### config.mk
export PLATFORM = sky130hd
export DESIGN_NAME = slot_scanner
export DESIGN_NICKNAME = d
export VERILOG_FILES = /design/src/rtl/slot_scanner.sv
export SDC_FILE = /design/constraint.sdc
export NUM_CORES = 1
export LEC_CHECK = 0
export ABC_AREA = 1
export BUFFER_PORTS_ARGS = -buffer_cell sky130_fd_sc_hd__buf_2
export CORE_MARGIN = 8
export CORE_UTILIZATION = 50
export DETAILED_ROUTE_END_ITERATION = 8
export PLACE_DENSITY = 0.67
export SLEW_MARGIN = 30
export SYNTH_ARGS = -nofsm -noshare
export SYNTH_HDL_FRONTEND = slang
export SYNTH_SLANG_ARGS = --single-unit
export TNS_END_PERCENT = 1
### constraint.sdc
create_clock -name clk -period 3 [get_ports clk]
set_clock_uncertainty 0.15 [all_clocks]
set_input_delay 0.3 -clock clk [delete_from_list [all_inputs] [get_ports clk]]
set_output_delay 0.3 -clock clk [all_outputs]
set_load 0.05 [all_outputs]
### src/rtl/slot_scanner.sv
// Parking-slot scanner: synchronizes and debounces slot sensors, then
// counts occupied/free slots in a serial scan started by each tick.
//
// Ports:
//   clk    - system clock, rising edge
//   rst    - asynchronous active-high reset
//   sensor - raw slot sensors (1 = busy), asynchronous to clk
//   tick   - one-clk sample-enable pulse
//   free   - registered free-slot count
//   busy   - registered occupied-slot count
//   valid  - one-clk pulse in the cycle after free/busy update
//   full   - registered, high when free == 0
module slot_scanner #(
   parameter int N_SLOTS   = 9,
   parameter int DEB_TICKS = 4
) (
   input  logic               clk,
   input  logic               rst,
   input  logic [N_SLOTS-1:0] sensor,
   input  logic               tick,
   output logic [3:0]         free,
   output logic [3:0]         busy,
   output logic               valid,
   output logic               full
);

   localparam logic [3:0] NS       = 4'(N_SLOTS);
   localparam logic [3:0] LAST_IDX = 4'(N_SLOTS - 1);
   localparam logic [3:0] DEB_LAST = 4'(DEB_TICKS - 1);

   typedef enum logic [1:0] {
      IDLE    = 2'd0,
      SCAN    = 2'd1,
      PUBLISH = 2'd2
   } state_t;

   // synchronizer and debounce state
   logic [N_SLOTS-1:0] sync1_q, sync1_d;
   logic [N_SLOTS-1:0] sync2_q, sync2_d;
   logic [N_SLOTS-1:0] deb_q, deb_d;
   logic [3:0]         cnt_q [N_SLOTS];
   logic [3:0]         cnt_d [N_SLOTS];

   // scan FSM state
   state_t     st_q, st_d;
   logic [3:0] idx_q, idx_d;
   logic [3:0] acc_q, acc_d;
   logic       pend_q, pend_d;
   logic       upd_q, upd_d;
   logic [3:0] free_q, free_d;
   logic [3:0] busy_q, busy_d;
   logic       full_q, full_d;
   logic       valid_q, valid_d;
   logic       sel_bit;

   always_comb begin
      sync1_d = sensor;
      sync2_d = sync1_q;
      deb_d   = deb_q;
      for (int i = 0; i < N_SLOTS; i++) begin
         cnt_d[i] = cnt_q[i];
      end
      if (tick) begin
         for (int i = 0; i < N_SLOTS; i++) begin
            if (sync2_q[i] == deb_q[i]) begin
               cnt_d[i] = 4'd0;
            end else if (cnt_q[i] == DEB_LAST) begin
               // DEB_TICKS-th consecutive disagreement: accept change
               deb_d[i] = ~deb_q[i];
               cnt_d[i] = 4'd0;
            end else begin
               cnt_d[i] = cnt_q[i] + 4'd1;
            end
         end
      end
   end

   always_ff @(posedge clk or posedge rst) begin
      if (rst) begin
         sync1_q <= '0;
         sync2_q <= '0;
         deb_q   <= '0;
         for (int i = 0; i < N_SLOTS; i++) begin
            cnt_q[i] <= 4'd0;
         end
      end else begin
         sync1_q <= sync1_d;
         sync2_q <= sync2_d;
         deb_q   <= deb_d;
         for (int i = 0; i < N_SLOTS; i++) begin
            cnt_q[i] <= cnt_d[i];
         end
      end
   end

   // debounced bit at the current scan index
   always_comb begin
      sel_bit = 1'b0;
      for (int i = 0; i < N_SLOTS; i++) begin
         if (idx_q == 4'(i)) begin
            sel_bit = deb_q[i];
         end
      end
   end

   always_comb begin
      st_d    = st_q;
      idx_d   = idx_q;
      acc_d   = acc_q;
      pend_d  = pend_q;
      free_d  = free_q;
      busy_d  = busy_q;
      full_d  = full_q;
      upd_d   = 1'b0;
      // valid trails the output update by one cycle
      valid_d = upd_q;
      unique case (st_q)
         IDLE: begin
            if (tick) begin
               st_d   = SCAN;
               idx_d  = 4'd0;
               acc_d  = 4'd0;
               pend_d = 1'b0;
            end
         end
         SCAN: begin
            acc_d = acc_q + {3'b000, sel_bit};
            idx_d = idx_q + 4'd1;
            if (tick) begin
               pend_d = 1'b1;
            end
            if (idx_q == LAST_IDX) begin
               st_d = PUBLISH;
            end
         end
         PUBLISH: begin
            busy_d = acc_q;
            free_d = NS - acc_q;
            full_d = (acc_q == NS);
            upd_d  = 1'b1;
            // a tick arriving right now counts as pending
            if (pend_q || tick) begin
               st_d   = SCAN;
               idx_d  = 4'd0;
               acc_d  = 4'd0;
               pend_d = 1'b0;
            end else begin
               st_d = IDLE;
            end
         end
         default: begin
            st_d = IDLE;
         end
      endcase
   end

   always_ff @(posedge clk or posedge rst) begin
      if (rst) begin
         st_q    <= IDLE;
         idx_q   <= 4'd0;
         acc_q   <= 4'd0;
         pend_q  <= 1'b0;
         upd_q   <= 1'b0;
         free_q  <= NS;
         busy_q  <= 4'd0;
         full_q  <= 1'b0;
         valid_q <= 1'b0;
      end else begin
         st_q    <= st_d;
         idx_q   <= idx_d;
         acc_q   <= acc_d;
         pend_q  <= pend_d;
         upd_q   <= upd_d;
         free_q  <= free_d;
         busy_q  <= busy_d;
         full_q  <= full_d;
         valid_q <= valid_d;
      end
   end

   assign free  = free_q;
   assign busy  = busy_q;
   assign full  = full_q;
   assign valid = valid_q;

endmodule

# Word-level counts from Yosys, hierarchy flattened
# Cells that the tools add are included.
[word_totals]
out_inout_bits = 10
wordCells = 148
inputBits = 12
ff_bits = 85
[classes]
addsub = 12
reduce_logical = 16
bitwise_logic = 18
n_eq_ne = 33
mux = 40
[ops]
columns = ["cell", "n"]
rows = [
  ["4-bit two-way mux", 20],
  ["4-bit by 2-bit equality test with 1-bit output (second input constant)", 11],
  ["4-bit by 1-bit adder with 4-bit output (second input constant)", 10],
  ["3-bit AND reduction", 10],
  ["4-bit case mux with 3 select lines", 2],
  ["1-bit NOT", 18],
  ["4-bit by 3-bit equality test with 1-bit output (second input constant)", 4],
  ["1-bit two-way mux", 14],
  ["1-bit equality test", 9],
  ["4-bit equality test (second input constant)", 2],
  ["2-bit inequality test (second input constant)", 4],
  ["2-bit case mux with 3 select lines", 1],
  ["4-bit by 1-bit adder with 4-bit output", 1],
  ["4-bit by 1-bit equality test with 1-bit output (second input constant)", 1],
  ["4-bit logical NOT", 1],
  ["2-bit two-way mux", 2],
  ["4-bit AND reduction", 1],
  ["4-bit subtractor (first input constant)", 1],
  ["1-bit case mux with 3 select lines", 1],
  ["3-bit nonzero test", 1],
  ["2-bit by 1-bit equality test with 1-bit output (second input constant)", 1],
  ["2-bit equality test (second input constant)", 1],
  ["2-bit logical NOT", 1],
  ["2-bit AND reduction", 1],
  ["1-bit logical OR", 1],
]

# Logic depth before layout (Yosys ltp)
# Gate-level depths: netlist of run 1.
[logic_depth]
word_depth = 12
mapped_depth = 16
mapped_depth_nobuf = 16

# Worst setup path before layout of run 1
# OpenSTA, ideal clock, no wires.
[synth_path]
path_type = "register to register"
start = "reg idx_q[0]"
end = "reg acc_q[2]"
required_ps = 2712
slack_ps = 932
t_arrival_ps = 1780
synth_period_minus_slack_ps = 2068
n_path_buf = 0
stages_incl_launch_ff = 17
cell_sequence = "dfrtp_1 -> inv_1 -> ha_1 -> nand2_1 -> nand2_1 -> nand3_1 -> nand2_1 -> nand2_1 -> nand2_1 -> nand2_1 -> nand2_1 -> nand2_1 -> a21oi_1 -> ha_1 -> ha_1 -> xnor2_1 -> o22ai_1"
[synth_via]
elab_chain_len = 12
elab_cells_between_ends = 20
classes_between = "1 x add/sub; 8 x eq/ne; 10 x mux; 1 x reduce/logical"
[synth_lines]
columns = ["element", "line", "text"]
rows = [
  ["from (decl)", "46", "logic [3:0] idx_q, idx_d;"],
  ["from (signal assigned)", "170", "idx_q <= idx_d;"],
  ["4-bit logical NOT", "100", "if (idx_q == 4'(i)) begin"],
  ["1-bit two-way mux (8 in a row)", "100", ""],
  ["1-bit two-way mux *", "100", ""],
  ["4-bit by 1-bit adder with 4-bit output *", "127", "acc_d = acc_q + {3'b000, sel_bit};"],
  ["4-bit case mux with 3 select lines *", "117", "unique case (st_q)"],
  ["to (signal assigned)", "161", "acc_q <= 4'd0;"],
  ["to (signal assigned)", "171", "acc_q <= acc_d;"],
  ["to (decl)", "47", "logic [3:0] acc_q, acc_d;"],
]
# Every way passes the cells marked *; elsewhere a longest branch is shown, timed or not.
# A chain may end at the register's enable or synchronous reset.

# Worst setup path after layout of run 1
# Same ends and word-level chain as after synthesis.

==> results of run 1 <==
## path summary, 6_finish.rpt
kind | from | to | slack [ns] | cells after the start
setup reg to reg | idx_q[0] | acc_q[2] | 0.75 | 16
min in group asynchronous | rst | cnt_q[5] | 0.41 | 3
hold reg to reg | sync1_q[3] | sync2_q[3] | 0.20 | 0
hold / removal | sync1_q[3] | sync2_q[3] | 0.20 | 0
max in group asynchronous | rst | free[0] | 1.57 | 4
setup / recovery | idx_q[0] | acc_q[2] | 0.75 | 16
## flip-flops by register name (all words and copies together), names as in the netlist
name,count
valid,1
idx_q,4
sync2_q,9
pend_q,1
deb_q,9
sync1_q,9
full,1
free,4
upd_q,1
busy,3
acc_q,4
st_q,2
cnt_q,36
## critical path, stage by stage (launching register included)
cell and delay [ns]:
dfrtp_1 0.40, inv_1 0.14, ha_1 0.21, nand2_1 0.06
nand2_1 0.06, nand3_1 0.06, nand2_1 0.06, nand2_1 0.04
nand2_1 0.05, nand2_1 0.05, nand2_1 0.05, nand2_1 0.04
a21oi_1 0.12, ha_1 0.23, ha_1 0.19, xnor2_1 0.13
o22ai_1 0.09
## cell usage after synthesis, types with 2 or more instances
library cell / number / share of area (%)
inv_1: 44 / 4.4
clkbuf_1: 4 / 0.40
ha_1: 17 / 5.6
a31oi_1: 9 / 1.5
a21oi_1: 6 / 0.79
nand2_1: 68 / 6.7
dfrtp_1: 82 / 54
inv_2: 5 / 0.50
xor2_1: 28 / 6.5
o22ai_1: 20 / 3.3
o21ai_0: 17 / 2.2
nor2_1: 15 / 1.5
nand3_1: 32 / 4.2
dfstp_2: 2 / 1.4
nor2_2: 2 / 0.33
xnor2_1: 11 / 2.5
o21ai_2: 2 / 0.46
## metal layers
metal | vias to the layer above | track usage, % | wire length [µm]
met5 | - | 0 | 0
met4 | 0 | 5.90 | 82
met3 | 6 | 4.73 | 241
met2 | 36 | 22.6 | 3040
met1 | 1225 | 16.0 | 2950
li1 | 1302 | - | -
## power by group through the flow
stage | Clock [µW] | Combinational, µW | Sequential (µW)
2_1_floorplan | 0 | 912 | 1820
3_3_place_gp | 0 | 1210 | 1760
3_5_place_dp | 0 | 1250 | 1770
4_1_cts | 827 | 1270 | 1750
5_1_grt | 860 | 1430 | 1790
6_report | 791 | 1250 | 1750
## stage by stage
stage	utilization (%)	total power (µW)	hold WS [ns]	cells	instance area (µm²)
2_1_floorplan	-	2740	0.181	377	3780
3_3_place_gp	55.0	2970	0.182	492	4010
3_5_place_dp	55.0	3010	0.185	492	4010
4_1_cts	59.0	3840	0.207	518	4310
5_1_grt	59.0	4090	0.209	518	4310
6_report	59.0	3790	0.203	518	4310
## logic make-up (layout without fill, tap and decap cells)
logic type               Yosys count  count (layout)  synth area share (%)
AO/OA/AOI/OAI                     58              58                  9.49
XOR/XNOR                          39              39                  9.03
adder cells (fa/ha/maj)           17              17                  5.62
buffers and inverters             57              99                  5.85
flip-flops                        84              84                  55.6
AND/OR/NAND/NOR                  122             122                  14.4
## layout make-up
cell class                 count  area [µm²]
fill                         633        2990
clock buffer                  12         145
clock inverter                 4        50.0
timing repair buffer          33         233
tap                           99         124
multi-input combinational    236        1460
inverter                      50         191
sequential                    84        2100
==> out/results.ini, run 1 <==
[timing]
hold_viol_final = 0
finalSetupTns_ns = 0
rsz0062_at_grt = false
fin_crit_sh_pct = 75.1
slew_headroom_pct = 55.8
drv_slew = 0
setup_viol = 0
fin_ws_ns = 0.747
worst_pin_slew_ns = 0.663
max_freq_ghz = 0.444
period_minus_slack_ns = 2.25

[route]
routed_via_density = 4.96
dr.pass1.iters = 4
route.detailed.drc = 0
wl_um = 6310
vias = 2569
antenna_left = 0
detail_route.wl_per_cell_um = 12.2
first_iter_violations = 71

[layout]
drive_gt1_share_pct = 13.4
mostFrequentLayoutCell = dfrtp_1
diodes = 0
fin_nets = 443
area_delta_synth_final_pct = 13.8
final_cell_mix = dfrtp_1 (82), nand2_1 (68), inv_1 (43)

[clocking]
cts.clk_slew.worst_paths_ns = 0.08
clock_path_buffers = 2
cts_setup_buffers = 0
cts.sinks = 84
ctsHoldBuffers = 10
clock_latency_ns = 0.35
cts_root_buffer = clkbuf_8
tritoncts = yes
htreeDepth = 3
cts_repair_resize_count = 0
cts_inserted_buffers = 9

[power_and_ir_drop]
internal-power_uw = 2360
p_seq_share_pct = 46.1
pwr-share-clk_pct = 20.9
ir_drop_mv = 0.369
power_leakage_uw = 0.00207
power_switching_share_pct = 37.8
power.density_mw_per_mm2 = 880
switchingPower_uw = 1430
power_frac_comb_pct = 33.1

[synth]
seq_area_frac_synth_pct = 55.6
synth_enable_flop_cells = 0
ys_dominant_reg_cell = dfrtp_1
synth_seq_cells = 84
mappedNetlistNets = 406
ys_warn_count = 0
syn_area_mm2 = 0.00378
syn_inst = 377
postSynth.asyncResetShare_pct = 100
ys_types = 30
avgSynthCellArea_um2 = 10.0

[setup_path]
worstPathMaxFanout = 5
path_class = flop to flop
worst_setup_path_end_kind = flop
startpoint_type = flop
crit_required_ns = 3.07
crit_arrival_ns = 2.32

[die]
die_x_um = 103
die_h_um = 103
ioPinCount = 22
initial_core_util_pct = 51.9
design.core.area_mm2 = 0.00729
rows = 31
dieArea_mm2 = 0.0106

[worst_hold_path]
hold_class = flop to flop

[job]
drv_cap = 0

[placement]
hpwl_um = 4340
gp_congestion = 0.854
io_buffers = 21
dp_worst_setup_slack_ns = 0.770

[grt]
grt_max_degree = 48
grt_usage_pct = 13.8
grt_pass1_vias = 2650
overflow = 0
grt_pass1_wl_um = 11400
grt_antenna_before_repair = 0

[run_status]
status = finished clean

Note: power is estimated with default switching activity, not from simulation.
==> run 2: changes to the inputs <==
--- a/config.mk
+++ b/config.mk
@@ -5,12 +5,12 @@
 export SDC_FILE = /design/constraint.sdc
 export NUM_CORES = 1
 export LEC_CHECK = 0
-export ABC_AREA = 1
+export ABC_AREA = 0
 export BUFFER_PORTS_ARGS = -buffer_cell sky130_fd_sc_hd__buf_2
 export CORE_MARGIN = 8
 export CORE_UTILIZATION = 50
 export DETAILED_ROUTE_END_ITERATION = 8
-export PLACE_DENSITY = 0.67
+export PLACE_DENSITY = 0.68
 export SLEW_MARGIN = 30
 export SYNTH_ARGS = -nofsm -noshare
 export SYNTH_HDL_FRONTEND = slang
==> constraint.sdc (replaced) <==
create_clock -name clk -period 2.17 [get_ports clk]
set_clock_uncertainty 0.15 [all_clocks]
set_input_delay 0.217 -clock clk [delete_from_list [all_inputs] [get_ports clk]]
set_output_delay 0.217 -clock clk [all_outputs]
set_load 0.05 [all_outputs]
==> run 2 against run 1 <==
The flow now finishes with violations (negative setup slack). Critical path depth is 6 lower. Non-clock buffer count up 7. Routed wire length increased by 4.5%. Global-route usage up 0.084 points. Flip-flop and latch count did not move. Synthesized area fell by 1.3%. Critical path type unchanged.
==> out/results.ini, run 2 <==
[route]
met2_length_um = 3110  ; was 3040 µm
dr_wl_met3_um = 249  ; was 241 µm
dr.pass1.iters = 4  ; unchanged
routed_via_density = 5.27  ; was 4.96
vias = 2502  ; was 2569
detail_route.wl_per_cell_um = 13.9  ; was 12.2 µm
first_iter_violations = 74  ; was 71
wl_um = 6590  ; was 6310 µm
antenna_left = 0  ; unchanged
met1Wirelength_um = 3170  ; was 2950 µm
route.detailed.drc = 0  ; unchanged
maxUsedRoutingLayer = met4  ; unchanged

[job]
drv_cap = 0  ; unchanged

[worst_hold_path]
holdPathStages = 3  ; was 0
hold_class = primary input to flop  ; was flop to flop

[power_and_ir_drop]
ir_drop_mv = 0.743  ; was 0.369 mV
power.density_mw_per_mm2 = 1180  ; was 880 mW/mm²
power_uw = 5110  ; was 3790 µW
power_leakage_uw = 0.00203  ; was 0.00207 µW

[layout]
stdcell_area_mm2 = 0.00435  ; was 0.00431 mm²
mostFrequentLayoutCell = dfrtp_1  ; unchanged
area_delta_synth_final_pct = 16.3  ; was 13.8%
final_cell_mix = dfrtp_1 (81), nand2_1 (38), o21ai_0 (28)  ; was dfrtp_1 (82), nand2_1 (68), inv_1 (43)
fin_util_pct = 59.9  ; was 59.0%
drive_gt1_share_pct = 22.6  ; was 13.4%
largest_reg_flops = 36  ; unchanged
diodes = 0  ; unchanged
fin_nets = 400  ; was 443
top_register = cnt_q  ; unchanged

[synth]
ys_types = 45  ; was 30
syn_inst = 329  ; was 377
syn_area_mm2 = 0.00374  ; was 0.00378 mm²
synth_top_area_share_pct = 54.9  ; was 54.2%
ys_dominant_reg_cell = dfrtp_1  ; unchanged
synth_area_leader_cell = dfrtp_1  ; unchanged
synthTopCellsByCount = dfrtp_1 (82), nand2_1 (40), o21ai_0 (30)  ; was dfrtp_1 (82), nand2_1 (68), inv_1 (44)
synthTopCellsByArea = dfrtp_1 (55%), ha_1 (5.7%), nand2_1 (4.0%)  ; was dfrtp_1 (54%), nand2_1 (6.7%), xor2_1 (6.5%)
ys_warn_count = 0  ; unchanged
seq_area_frac_synth_pct = 56.3  ; was 55.6%
mappedNetlistNets = 358  ; was 406
synth_seq_cells = 84  ; unchanged
yosysMostFrequentCell = dfrtp_1  ; unchanged
synth_enable_flop_cells = 0  ; unchanged
postSynth.asyncResetShare_pct = 100  ; unchanged
avgSynthCellArea_um2 = 11.4  ; was 10.0 µm²

[placement]
hpwl_um = 4370  ; was 4340 µm
gp_congestion = 0.783  ; was 0.854
dpl-instance-area_mm2 = 0.00397  ; was 0.00401 mm²
io_buffers = 21  ; unchanged

[die]
die_h_um = 102  ; was 103 µm
die_x_um = 102  ; was 103 µm
design.core.area_mm2 = 0.00725  ; was 0.00729 mm²
initial_core_util_pct = 51.5  ; was 51.9%
rows = 31  ; unchanged
dieArea_mm2 = 0.0105  ; was 0.0106 mm²
ioPinCount = 22  ; unchanged

[grt]
grt_usage_pct = 13.8  ; about the same
grt_antenna_before_repair = 0  ; unchanged
grt_pass1_vias = 2537  ; was 2650
grt_pass1_wl_um = 11400  ; about the same
grt_max_degree = 85  ; was 48
overflow = 0  ; unchanged

[setup_path]
reg2reg_from = idx_q[0]  ; unchanged
crit_buf_inv = 0  ; was 1
cpMostUsedCell = ha_2  ; was nand2_1
slowest_delay_ns = 0.46  ; was 0.40 ns
crit_arrival_ns = 2.26  ; was 2.32 ns
endpoint = acc_q[2]  ; unchanged
crit_required_ns = 2.25  ; was 3.07 ns
worst_setup_path_end_kind = flop  ; unchanged
path_class = flop to flop  ; unchanged
setup.worst_path.start = idx_q[0]  ; unchanged
ff2ff_path_depth = 10  ; was 16
cpMaxStageDelayCell = dfrtp_2  ; was dfrtp_1
worstPathMaxFanout = 6  ; was 5
cp_num_cells = 10  ; was 16
critPathTopFamily = compound AO/OA/AOI/OAI gates  ; was adder cells
rrSetupSlack_ns = -0.01  ; was 0.75 ns
worstPathCellList = ha_2 > a211oi_2 > o21ai_1 > a31oi_1 > o21ai_2 > ha_2 > ha_4 > nand2_2 > xnor2_1 > nor2_1  ; was inv_1 > ha_1 > nand2_1 > nand2_1 > nand3_1 > nand2_1 > nand2_1 > nand2_1 > nand2_1 > nand2_1 > nand2_1 > a21oi_1 > ha_1 > ha_1 > xnor2_1 > o22ai_1
startpoint_type = flop  ; unchanged
reg2reg_to = acc_q[2]  ; unchanged

[clocking]
cts.clk_slew.worst_paths_ns = 0.08  ; about the same
clock_path_buffers = 2  ; unchanged
cts.sinks = 84  ; unchanged
htreeDepth = 3  ; unchanged
tritoncts = yes  ; unchanged
cts_inserted_buffers = 9  ; unchanged
clock_latency_ns = 0.35  ; about the same
cts_root_buffer = clkbuf_8  ; unchanged

[timing]
hold_viol_final = 0  ; unchanged
period_minus_slack_ns = 2.18  ; was 2.25 ns
max_freq_ghz = 0.459  ; was 0.444 GHz
slew_headroom_pct = 66.9  ; was 55.8%
rsz0062_at_grt = true  ; was false
worst_pin_slew_ns = 0.493  ; was 0.663 ns
drv_slew = 0  ; unchanged
fin_ws_ns = -0.0101  ; was 0.747 ns
fin_crit_sh_pct = 100  ; was 75.1%
setup_viol = 1  ; was 0

[run_status]
status = finished with violations  ; was finished clean
failed_checks = negative setup slack

-- run 2: metal layers --
layer | vias up | track usage (%)
met5 | - | 0
li1 | 1232 | -
met2 | 28 | 22.6
met3 | 8 | 5.38
met1 | 1234 | 16.6
met4 | 0 | 3.84
-- run 2: how the worst min path moves through the flow --
stage                   start          to  slack (ns)
floorplan           sensor[0]  sync1_q[0]         0.1
global placement    sensor[0]  sync1_q[0]        0.17
detailed placement  sensor[6]  sync1_q[6]        0.18
CTS                      tick    cnt_q[1]        0.08
global route             tick    cnt_q[1]        0.11
finish                   tick    cnt_q[1]        0.11
-- run 2: tightest hold or removal path, delay by kind of cell --
kind | cells | cell delay [ns]
buffers and inverters | 1 | 0.20
AND/OR/NAND/NOR | 1 | 0.09
AO/OA/AOI/OAI | 1 | 0.05
-- run 2: kinds of logic (layout without fill, tap and decap cells) --
family	after synthesis	in the layout	share of synthesized area, %
adder cells (fa/ha/maj)	17	17	5.69
buffers and inverters	20	67	2.75
AND/OR/NAND/NOR	105	105	14.4
flip-flops	84	84	56.3
multiplexers	11	11	3.32
XOR/XNOR	15	15	3.52
AO/OA/AOI/OAI	77	77	14.0
-- run 2: stage by stage --
step	instances	setup WS [ns]	TNS, ns	hold WS, ns
2_1_floorplan	329	0.0503	0	0.0984
3_3_place_gp	447	-0.0290	-0.0339	0.175
3_5_place_dp	447	-0.119	-0.209	0.177
4_1_cts	475	0.000728	0	0.0848
5_1_grt	475	-0.158	-0.391	0.113
6_report	475	-0.0101	-0.0101	0.114
-- run 2: cell type report --
type	count	area, µm²
Fill cell	615	2910
Clock inverter	6	32.5
Inverter	11	47.5
Timing Repair Buffer	40	289
Tap cell	99	124
Sequential cell	84	2110
Multi-Input combinational cell	225	1620
Clock buffer	10	128
-- run 2: timing repair --
item / 4_1_cts / 5_1_grt
buffers inserted: 2 / 0
endpoints found under the hold margin: 91 / 0
resized for setup: 8 / 18
hold buffers: 10 / 0
setup endpoints to repair: 3 / 4
pin swaps: 4 / 12
-- run 2: power breakdown --
part,switching [µW],internal [µW],leakage [µW]
Sequential,372,1960,0.00107
Clock,531,406,0.0000856
Combinational,1000,851,0.000875
